--- src/rtl/flip_result_scanner.sv ---
`default_nettype none
// +--------------------------------------------------------------------------+
// | Module      : flip_result_scanner                                        |
// | Description : After an image flip, reads every word of a ROWS x COLS     |
// |               BRAM image once, sums the words into a checksum and        |
// |               (optionally) counts words that differ from the expected    |
// |               horizontally flipped ramp. Drives four status LEDs.        |
// |                                                                          |
// | Ports       : clk          - single clock, rising edge                   |
// |               reset        - asynchronous, active-high                   |
// |               start        - one-cycle scan request (honoured in IDLE)   |
// |               bram_en      - BRAM read enable                            |
// |               bram_addr    - BRAM read address                           |
// |               bram_dout    - BRAM read data, one cycle after the address |
// |               busy         - scan in progress                            |
// |               done         - one-cycle completion pulse                  |
// |               checksum     - sum of scanned words mod 2^DATA_W           |
// |               mismatch_cnt - saturating count of pattern mismatches      |
// |               leds         - [0] complete (sticky) [1] pass [2] fail     |
// |                              [3] busy                                    |
// |                                                                          |
// | Build macro : FLIP_PATTERN_CHECK_EN - enables the flipped-ramp compare;  |
// |               when undefined mismatch_cnt is tied to zero.               |
// |                                                                          |
// | Revision    : 1.0 - initial release                                      |
// +--------------------------------------------------------------------------+
module flip_result_scanner #(
  parameter int ROWS   = 4,
  parameter int COLS   = 8,
  parameter int DATA_W = 16,
  parameter int ADDR_W = 10
) (
  input  logic              clk,
  input  logic              reset,
  input  logic              start,
  output logic              bram_en,
  output logic [ADDR_W-1:0] bram_addr,
  input  logic [DATA_W-1:0] bram_dout,
  output logic              busy,
  output logic              done,
  output logic [DATA_W-1:0] checksum,
  output logic [15:0]       mismatch_cnt,
  output logic [3:0]        leds
);

  localparam int                C_NUM_WORDS = ROWS * COLS;
  localparam logic [ADDR_W-1:0] C_LAST_ADDR = ADDR_W'(C_NUM_WORDS - 1);

  // The image must fit in the addressable BRAM space.
  if (C_NUM_WORDS > (2 ** ADDR_W)) begin : g_param_check
    $error("flip_result_scanner: ROWS*COLS exceeds 2**ADDR_W");
  end

  typedef enum logic [1:0] {
    IDLE  = 2'd0,
    READ  = 2'd1,
    DRAIN = 2'd2,
    DONE  = 2'd3
  } state_t;

  state_t              state_q,    state_d;
  logic [ADDR_W-1:0]   addr_q,     addr_d;
  // Read pipeline stage: marks that bram_dout carries the word for rd_addr_q.
  logic                rd_valid_q, rd_valid_d;
  logic [ADDR_W-1:0]   rd_addr_q,  rd_addr_d;
  logic [DATA_W-1:0]   checksum_q, checksum_d;
  logic                sticky_q,   sticky_d;

  always_ff @(posedge clk or posedge reset) begin
    if (reset) begin
      state_q    <= IDLE;
      addr_q     <= '0;
      rd_valid_q <= 1'b0;
      rd_addr_q  <= '0;
      checksum_q <= '0;
      sticky_q   <= 1'b0;
    end else begin
      state_q    <= state_d;
      addr_q     <= addr_d;
      rd_valid_q <= rd_valid_d;
      rd_addr_q  <= rd_addr_d;
      checksum_q <= checksum_d;
      sticky_q   <= sticky_d;
    end
  end

  always_comb begin
    state_d    = state_q;
    addr_d     = addr_q;
    rd_valid_d = 1'b0;
    rd_addr_d  = rd_addr_q;
    checksum_d = checksum_q;
    sticky_d   = sticky_q;
    bram_en    = 1'b0;
    done       = 1'b0;

    // Data for the address issued last cycle is on bram_dout now.
    if (rd_valid_q) begin
      checksum_d = checksum_q + bram_dout;
    end

    case (state_q)
      IDLE: begin
        // rd_valid_q is always low in IDLE, so clearing here loses nothing.
        if (start) begin
          state_d    = READ;
          addr_d     = '0;
          checksum_d = '0;
        end
      end
      READ: begin
        bram_en    = 1'b1;
        rd_valid_d = 1'b1;
        rd_addr_d  = addr_q;
        // Counter parks on the last address rather than wrapping.
        if (addr_q == C_LAST_ADDR) begin
          state_d = DRAIN;
        end else begin
          addr_d = addr_q + 1'b1;
        end
      end
      DRAIN: begin
        // The final word is captured this cycle; move on once it is in.
        if (rd_valid_q && (rd_addr_q == C_LAST_ADDR)) begin
          state_d = DONE;
        end
      end
      DONE: begin
        done     = 1'b1;
        sticky_d = 1'b1;
        state_d  = IDLE;
      end
      default: state_d = IDLE;
    endcase
  end

`ifdef FLIP_PATTERN_CHECK_EN
  logic [15:0]       mismatch_q, mismatch_d;
  logic [31:0]       rd_addr_ext;
  logic [31:0]       rd_col;
  logic [31:0]       flipped_val;
  logic [DATA_W-1:0] expected_word;

  // Word at r*COLS+c should hold r*COLS+(COLS-1-c) = addr + COLS-1 - 2c.
  assign rd_addr_ext   = 32'(rd_addr_q);
  assign rd_col        = rd_addr_ext % 32'(COLS);
  assign flipped_val   = rd_addr_ext - rd_col + (32'(COLS) - 32'd1 - rd_col);
  assign expected_word = DATA_W'(flipped_val);

  always_comb begin
    mismatch_d = mismatch_q;
    if ((state_q == IDLE) && start) begin
      mismatch_d = '0;
    end else if (rd_valid_q && (bram_dout != expected_word) &&
                 (mismatch_q != 16'hFFFF)) begin
      mismatch_d = mismatch_q + 16'd1;
    end
  end

  always_ff @(posedge clk or posedge reset) begin
    if (reset) begin
      mismatch_q <= '0;
    end else begin
      mismatch_q <= mismatch_d;
    end
  end

  assign mismatch_cnt = mismatch_q;
`else
  assign mismatch_cnt = 16'd0;
`endif

  assign busy      = (state_q != IDLE);
  assign bram_addr = addr_q;
  assign checksum  = checksum_q;
  assign leds[0]   = sticky_q;
  assign leds[1]   = sticky_q & (mismatch_cnt == 16'd0) & ~busy;
  assign leds[2]   = sticky_q & (mismatch_cnt != 16'd0) & ~busy;
  assign leds[3]   = busy;

endmodule
`default_nettype wire
--- config.mk ---
export PLATFORM = sky130hd
export DESIGN_NAME = flip_result_scanner
export DESIGN_NICKNAME = d
export VERILOG_FILES = /design/src/rtl/flip_result_scanner.sv
export SDC_FILE = /design/constraint.sdc
export NUM_CORES = 1
export LEC_CHECK = 0
export ABC_CLOCK_PERIOD_IN_PS = 2950
export BUFFER_PORTS_ARGS = -buffer_cell sky130_fd_sc_hd__buf_2
export CORE_MARGIN = 10
export CORE_UTILIZATION = 54
export CTS_CLUSTER_SIZE = 20
export DETAILED_ROUTE_END_ITERATION = 6
export PLACE_DENSITY = 0.81
export SETUP_SLACK_MARGIN = 0.1
export SYNTH_ARGS = -nofsm -noshare
export SYNTH_HDL_FRONTEND = slang
export SYNTH_SLANG_ARGS = --single-unit
--- constraint.sdc ---
create_clock -name clk -period 2.95 [get_ports clk]
set_input_delay 0.295 -clock clk [delete_from_list [all_inputs] [get_ports clk]]
set_output_delay 0.295 -clock clk [all_outputs]
set_load 0.01 [all_outputs]
==> flow_results.xml <==
<?xml version="1.0" encoding="UTF-8"?>
<metrics>
  <group name="run_status">
    <metric name="outcome" unit="">finished clean</metric>
  </group>
  <group name="clock_network">
    <metric name="root_buffer" unit="">clkbuf_8</metric>
    <metric name="post-cts-setup-buffers" unit="">0</metric>
    <metric name="htreeDepth" unit="">2</metric>
    <metric name="cts-resized-gates" unit="">0</metric>
    <metric name="cts_max_path_buffers" unit="">2</metric>
    <metric name="cts_made_buffers" unit="">5</metric>
    <metric name="cts_num_sinks" unit="">40</metric>
    <metric name="clk_lat_worst_skew" unit="ns">0.29</metric>
    <metric name="cts.reportedPaths.clkPinSlew" unit="ns">0.08</metric>
    <metric name="cts-hold-fix-buffers" unit="">0</metric>
    <metric name="cts_tree" unit="">yes</metric>
  </group>
  <group name="synthesis">
    <metric name="ys_ff_latch" unit="">40</metric>
    <metric name="post-synth-top-area-fraction" unit="">0.373</metric>
    <metric name="synthSimpleGateAreaFrac" unit="">0.154</metric>
    <metric name="synth_area_leaders" unit="">dfrtp_1 37%, ha_1 9.8%, buf_4 5.3%</metric>
    <metric name="synth_common_cells" unit="">40 x dfrtp_1, 26 x nor2_1, 22 x nand2_1</metric>
    <metric name="yosysTopAreaCell" unit="">dfrtp_1</metric>
    <metric name="post_synth_edffs" unit="">0</metric>
    <metric name="number_of_library_cell_types_mapped_by_synthesis" unit="">46</metric>
    <metric name="dominantRegCellSynth" unit="">dfrtp_1</metric>
    <metric name="synth_compound_area_frac" unit="">0.157</metric>
    <metric name="synthCells" unit="">284</metric>
    <metric name="netlist_area" unit="um^2">2690</metric>
    <metric name="combinational_family_with_the_most_area_after_synthesis" unit="">compound AO/OA/AOI/OAI gates</metric>
    <metric name="synth_fa_ha_area_frac" unit="">0.105</metric>
    <metric name="synth.mux.area_fraction" unit="">0.0685</metric>
    <metric name="synthMostInstantiatedCell" unit="">dfrtp_1</metric>
    <metric name="avgSynthCellArea" unit="um^2">9.45</metric>
    <metric name="ys_async_sr_fraction" unit="">1.00</metric>
    <metric name="ys.warnings.count" unit="">0</metric>
    <metric name="part_of_the_yosys_area_used_for_sequential_elements" unit="">0.373</metric>
    <metric name="synth_xor_xnor_area_share" unit="">0.0620</metric>
  </group>
  <group name="place">
    <metric name="placement.io_buffers" unit="">50</metric>
    <metric name="total_cell_area_at_the_placement_stage" unit="um^2">2920</metric>
    <metric name="detailed_place_hpwl" unit="um">4770</metric>
    <metric name="placed_cells" unit="">391</metric>
    <metric name="post-place-ws" unit="ns">0.535</metric>
    <metric name="gp_congestion" unit="">0.851</metric>
  </group>
  <group name="critical_path">
    <metric name="worst_r2r_startpoint" unit="">checksum[0]$_DFF_PP0_</metric>
    <metric name="critical_path.endpoint_type" unit="">flip-flop</metric>
    <metric name="worstPathMaxFanout" unit="">4</metric>
    <metric name="crit_end" unit="">checksum[10]$_DFF_PP0_</metric>
    <metric name="cp_data_arrival_time" unit="ns">2.59</metric>
    <metric name="worst-r2r-cell-count" unit="">8</metric>
    <metric name="setup.worst_path.start" unit="">checksum[0]$_DFF_PP0_</metric>
    <metric name="worstSetupStartpointType" unit="">flip-flop</metric>
    <metric name="timing.critical_path.required" unit="ns">3.13</metric>
    <metric name="setup.reg_to_reg.worst_slack" unit="ns">0.54</metric>
    <metric name="worst-setup-path-type" unit="">flip-flop to flip-flop</metric>
    <metric name="critical_path.reg2reg.endpoint" unit="">checksum[10]$_DFF_PP0_</metric>
  </group>
  <group name="global_routing">
    <metric name="gr-total-overflow" unit="">0</metric>
    <metric name="first_global_vias" unit="">2295</metric>
    <metric name="grt.total_usage" unit="">0.153</metric>
    <metric name="antenna_found_initial" unit="">0</metric>
    <metric name="grt_pass1_wl" unit="um">10800</metric>
    <metric name="grt_start_max_net_pins" unit="">41</metric>
  </group>
  <group name="finish">
    <metric name="final_standard_cell_count_with_taps_included_and_fillers_excluded" unit="">399</metric>
    <metric name="area_growth" unit="%">12.6</metric>
    <metric name="nets" unit="">372</metric>
    <metric name="num_antenna_cells" unit="">0</metric>
    <metric name="layout_cell_share_with_drive_strength_beyond_1" unit="">0.232</metric>
    <metric name="finalInstanceArea" unit="um^2">3020</metric>
  </group>
  <group name="power_and_ir_drop">
    <metric name="ir_worst_vdd" unit="V">0.000487</metric>
    <metric name="static_leakage_power" unit="nW">1.52</metric>
    <metric name="power-per-cell-area" unit="nW/um^2">1010</metric>
    <metric name="p_int" unit="mW">1.72</metric>
    <metric name="comb_power_share" unit="">0.560</metric>
    <metric name="p_switching" unit="mW">1.33</metric>
    <metric name="switching_share" unit="">0.437</metric>
    <metric name="p_clk_frac" unit="">0.147</metric>
    <metric name="power.sequential.fraction" unit="">0.292</metric>
  </group>
  <group name="route">
    <metric name="avgViaCountPerCell" unit="">5.41</metric>
    <metric name="drtPass1Iterations" unit="">4</metric>
    <metric name="post-route-drc-count" unit="">0</metric>
    <metric name="final_antenna_net_count" unit="">0</metric>
    <metric name="detailroute.via_count" unit="">2158</metric>
    <metric name="routed_wl" unit="um">6250</metric>
    <metric name="detail_route.wl_per_cell" unit="um">15.7</metric>
    <metric name="initialDrtViolationCount" unit="">109</metric>
  </group>
  <group name="floorplanning">
    <metric name="die_h" unit="um">90.5</metric>
    <metric name="die_x" unit="um">90.5</metric>
    <metric name="floorplan.die_area" unit="um^2">8190</metric>
    <metric name="core" unit="um^2">4790</metric>
    <metric name="floorplan.rows" unit="">25</metric>
    <metric name="initial_core_util" unit="">0.561</metric>
    <metric name="top_level_ports" unit="">68</metric>
  </group>
  <group name="job">
    <metric name="cap_viol_max_count" unit="">0</metric>
  </group>
  <group name="timing">
    <metric name="fin_crit_sh" unit="">0.818</metric>
    <metric name="timing.fmax" unit="MHz">414</metric>
    <metric name="hold_viol_final" unit="">0</metric>
    <metric name="timing_max_transition_violations_final" unit="">0</metric>
    <metric name="totalNegativeSetupSlack" unit="ns">0</metric>
    <metric name="finalSetupViolCount" unit="">0</metric>
    <metric name="worst_hold_slack" unit="ns">0.111</metric>
    <metric name="worst_pin_slew" unit="ns">0.673</metric>
    <metric name="rsz0062_at_grt" unit="">false</metric>
    <metric name="finalClockSkew" unit="ns">0.00276</metric>
    <metric name="final_critical_path_setup_slack" unit="ns">0.536</metric>
    <metric name="slew-limit-headroom" unit="">0.551</metric>
    <metric name="fin_crit" unit="ns">2.41</metric>
  </group>
  <group name="hold_path">
    <metric name="timing.hold.worst.class" unit="">input pin to async pin</metric>
  </group>
</metrics>
registers in the layout (all words and copies together) (netlist names):
| signal | cells |
|---|---|
| state_q | 2 |
| rd_valid_q | 1 |
| rd_addr_q | 10 |
| sticky_q | 1 |
| bram_addr | 10 |
| checksum | 16 |
routing by layer:
layer	share of wire	routed length, um	track usage
met3	0.066	412	0.0457
met1	0.41	2540	0.167
met2	0.52	3220	0.282
met5	0	0	0
met4	0.010	65	0.0345
power by group through the flow:
stage | Sequential, mW | Combinational, mW | Clock (mW)
finish | 0.893 | 1.71 | 0.450
global route | 0.921 | 1.93 | 0.481
CTS | 0.892 | 1.72 | 0.454
detailed placement | 0.904 | 1.71 | 0
global placement | 0.892 | 1.65 | 0
floorplan | 0.935 | 1.23 | 0
how the worst min path moves through the flow:
stage,from,to,slack (ns),cells after the start
detailed placement,reset,bram_addr[1]$_DFFE_PP0P_,0.45,3
global placement,reset,bram_addr[1]$_DFFE_PP0P_,0.44,3
finish,reset,bram_addr[4]$_DFFE_PP0P_,0.11,3
global route,reset,checksum[5]$_DFF_PP0_,0.18,3
floorplan,sticky_q$_DFFE_PP0P_,sticky_q$_DFFE_PP0P_,0.46,1
CTS,reset,bram_addr[1]$_DFFE_PP0P_,0.13,3
critical path, stage by stage, from the launching register on:
cell and delay, ns:
dfrtp_1 0.40, ha_1 0.23, fa_1 0.41, a21o_1 0.17, a21oi_1 0.30, o21ai_0 0.22
a41oi_1 0.31, xor2_1 0.17, o21ai_0 0.09
stage by stage:
| stage | util | power (mW) |
|---|---|---|
| after global routing | 0.632 | 3.33 |
| after global placement | 0.609 | 2.55 |
| after CTS | 0.632 | 3.06 |
| after floorplan | - | 2.17 |
| final | 0.632 | 3.05 |
| after detailed placement | 0.609 | 2.61 |
layout make-up:
class                   instances  area [um^2]
fillers                       433         1760
multi-input cells             223         1530
flip-flops and latches         40         1000
repair buffers                 52          265
well taps                      67         83.8
clock buffers                   6         72.6
clock inverters                 2         35.0
inverters                       9         33.8
cells in the final DEF, fill, tap and decap left out, types with 2 or more instances in the layout:
| master | instances |
|---|---|
| buf_2 | 50 |
| dfrtp_1 | 40 |
| nor2_1 | 26 |
| nand2_1 | 22 |
| ha_1 | 21 |
| conb_1 | 17 |
| o21ai_0 | 16 |
| a21oi_1 | 12 |
| mux2_2 | 11 |
| nand3_1 | 10 |
| xnor2_1 | 10 |
| xor2_1 | 9 |
| inv_1 | 9 |
| a21o_1 | 8 |
| a211oi_1 | 7 |
| mux2i_1 | 6 |
| nor3_1 | 5 |
| o21bai_1 | 5 |
| clkbuf_8 | 5 |
| nand4_1 | 4 |
| a31oi_1 | 3 |
| and4_1 | 3 |
| or2_2 | 2 |
| nand2b_1 | 2 |
| nor4_1 | 2 |
| o31ai_1 | 2 |
| and2_1 | 2 |
| nor2b_1 | 2 |
| buf_4 | 2 |
kinds of logic after synthesis:
group,after synthesis
fa+ha+maj,22
xor+xnor,19
simple gates,86
compound gates,62
mux,17
other cells,1
flops,40
buf+inv,37
No activity file was read; power rests on OpenSTA's default activity.
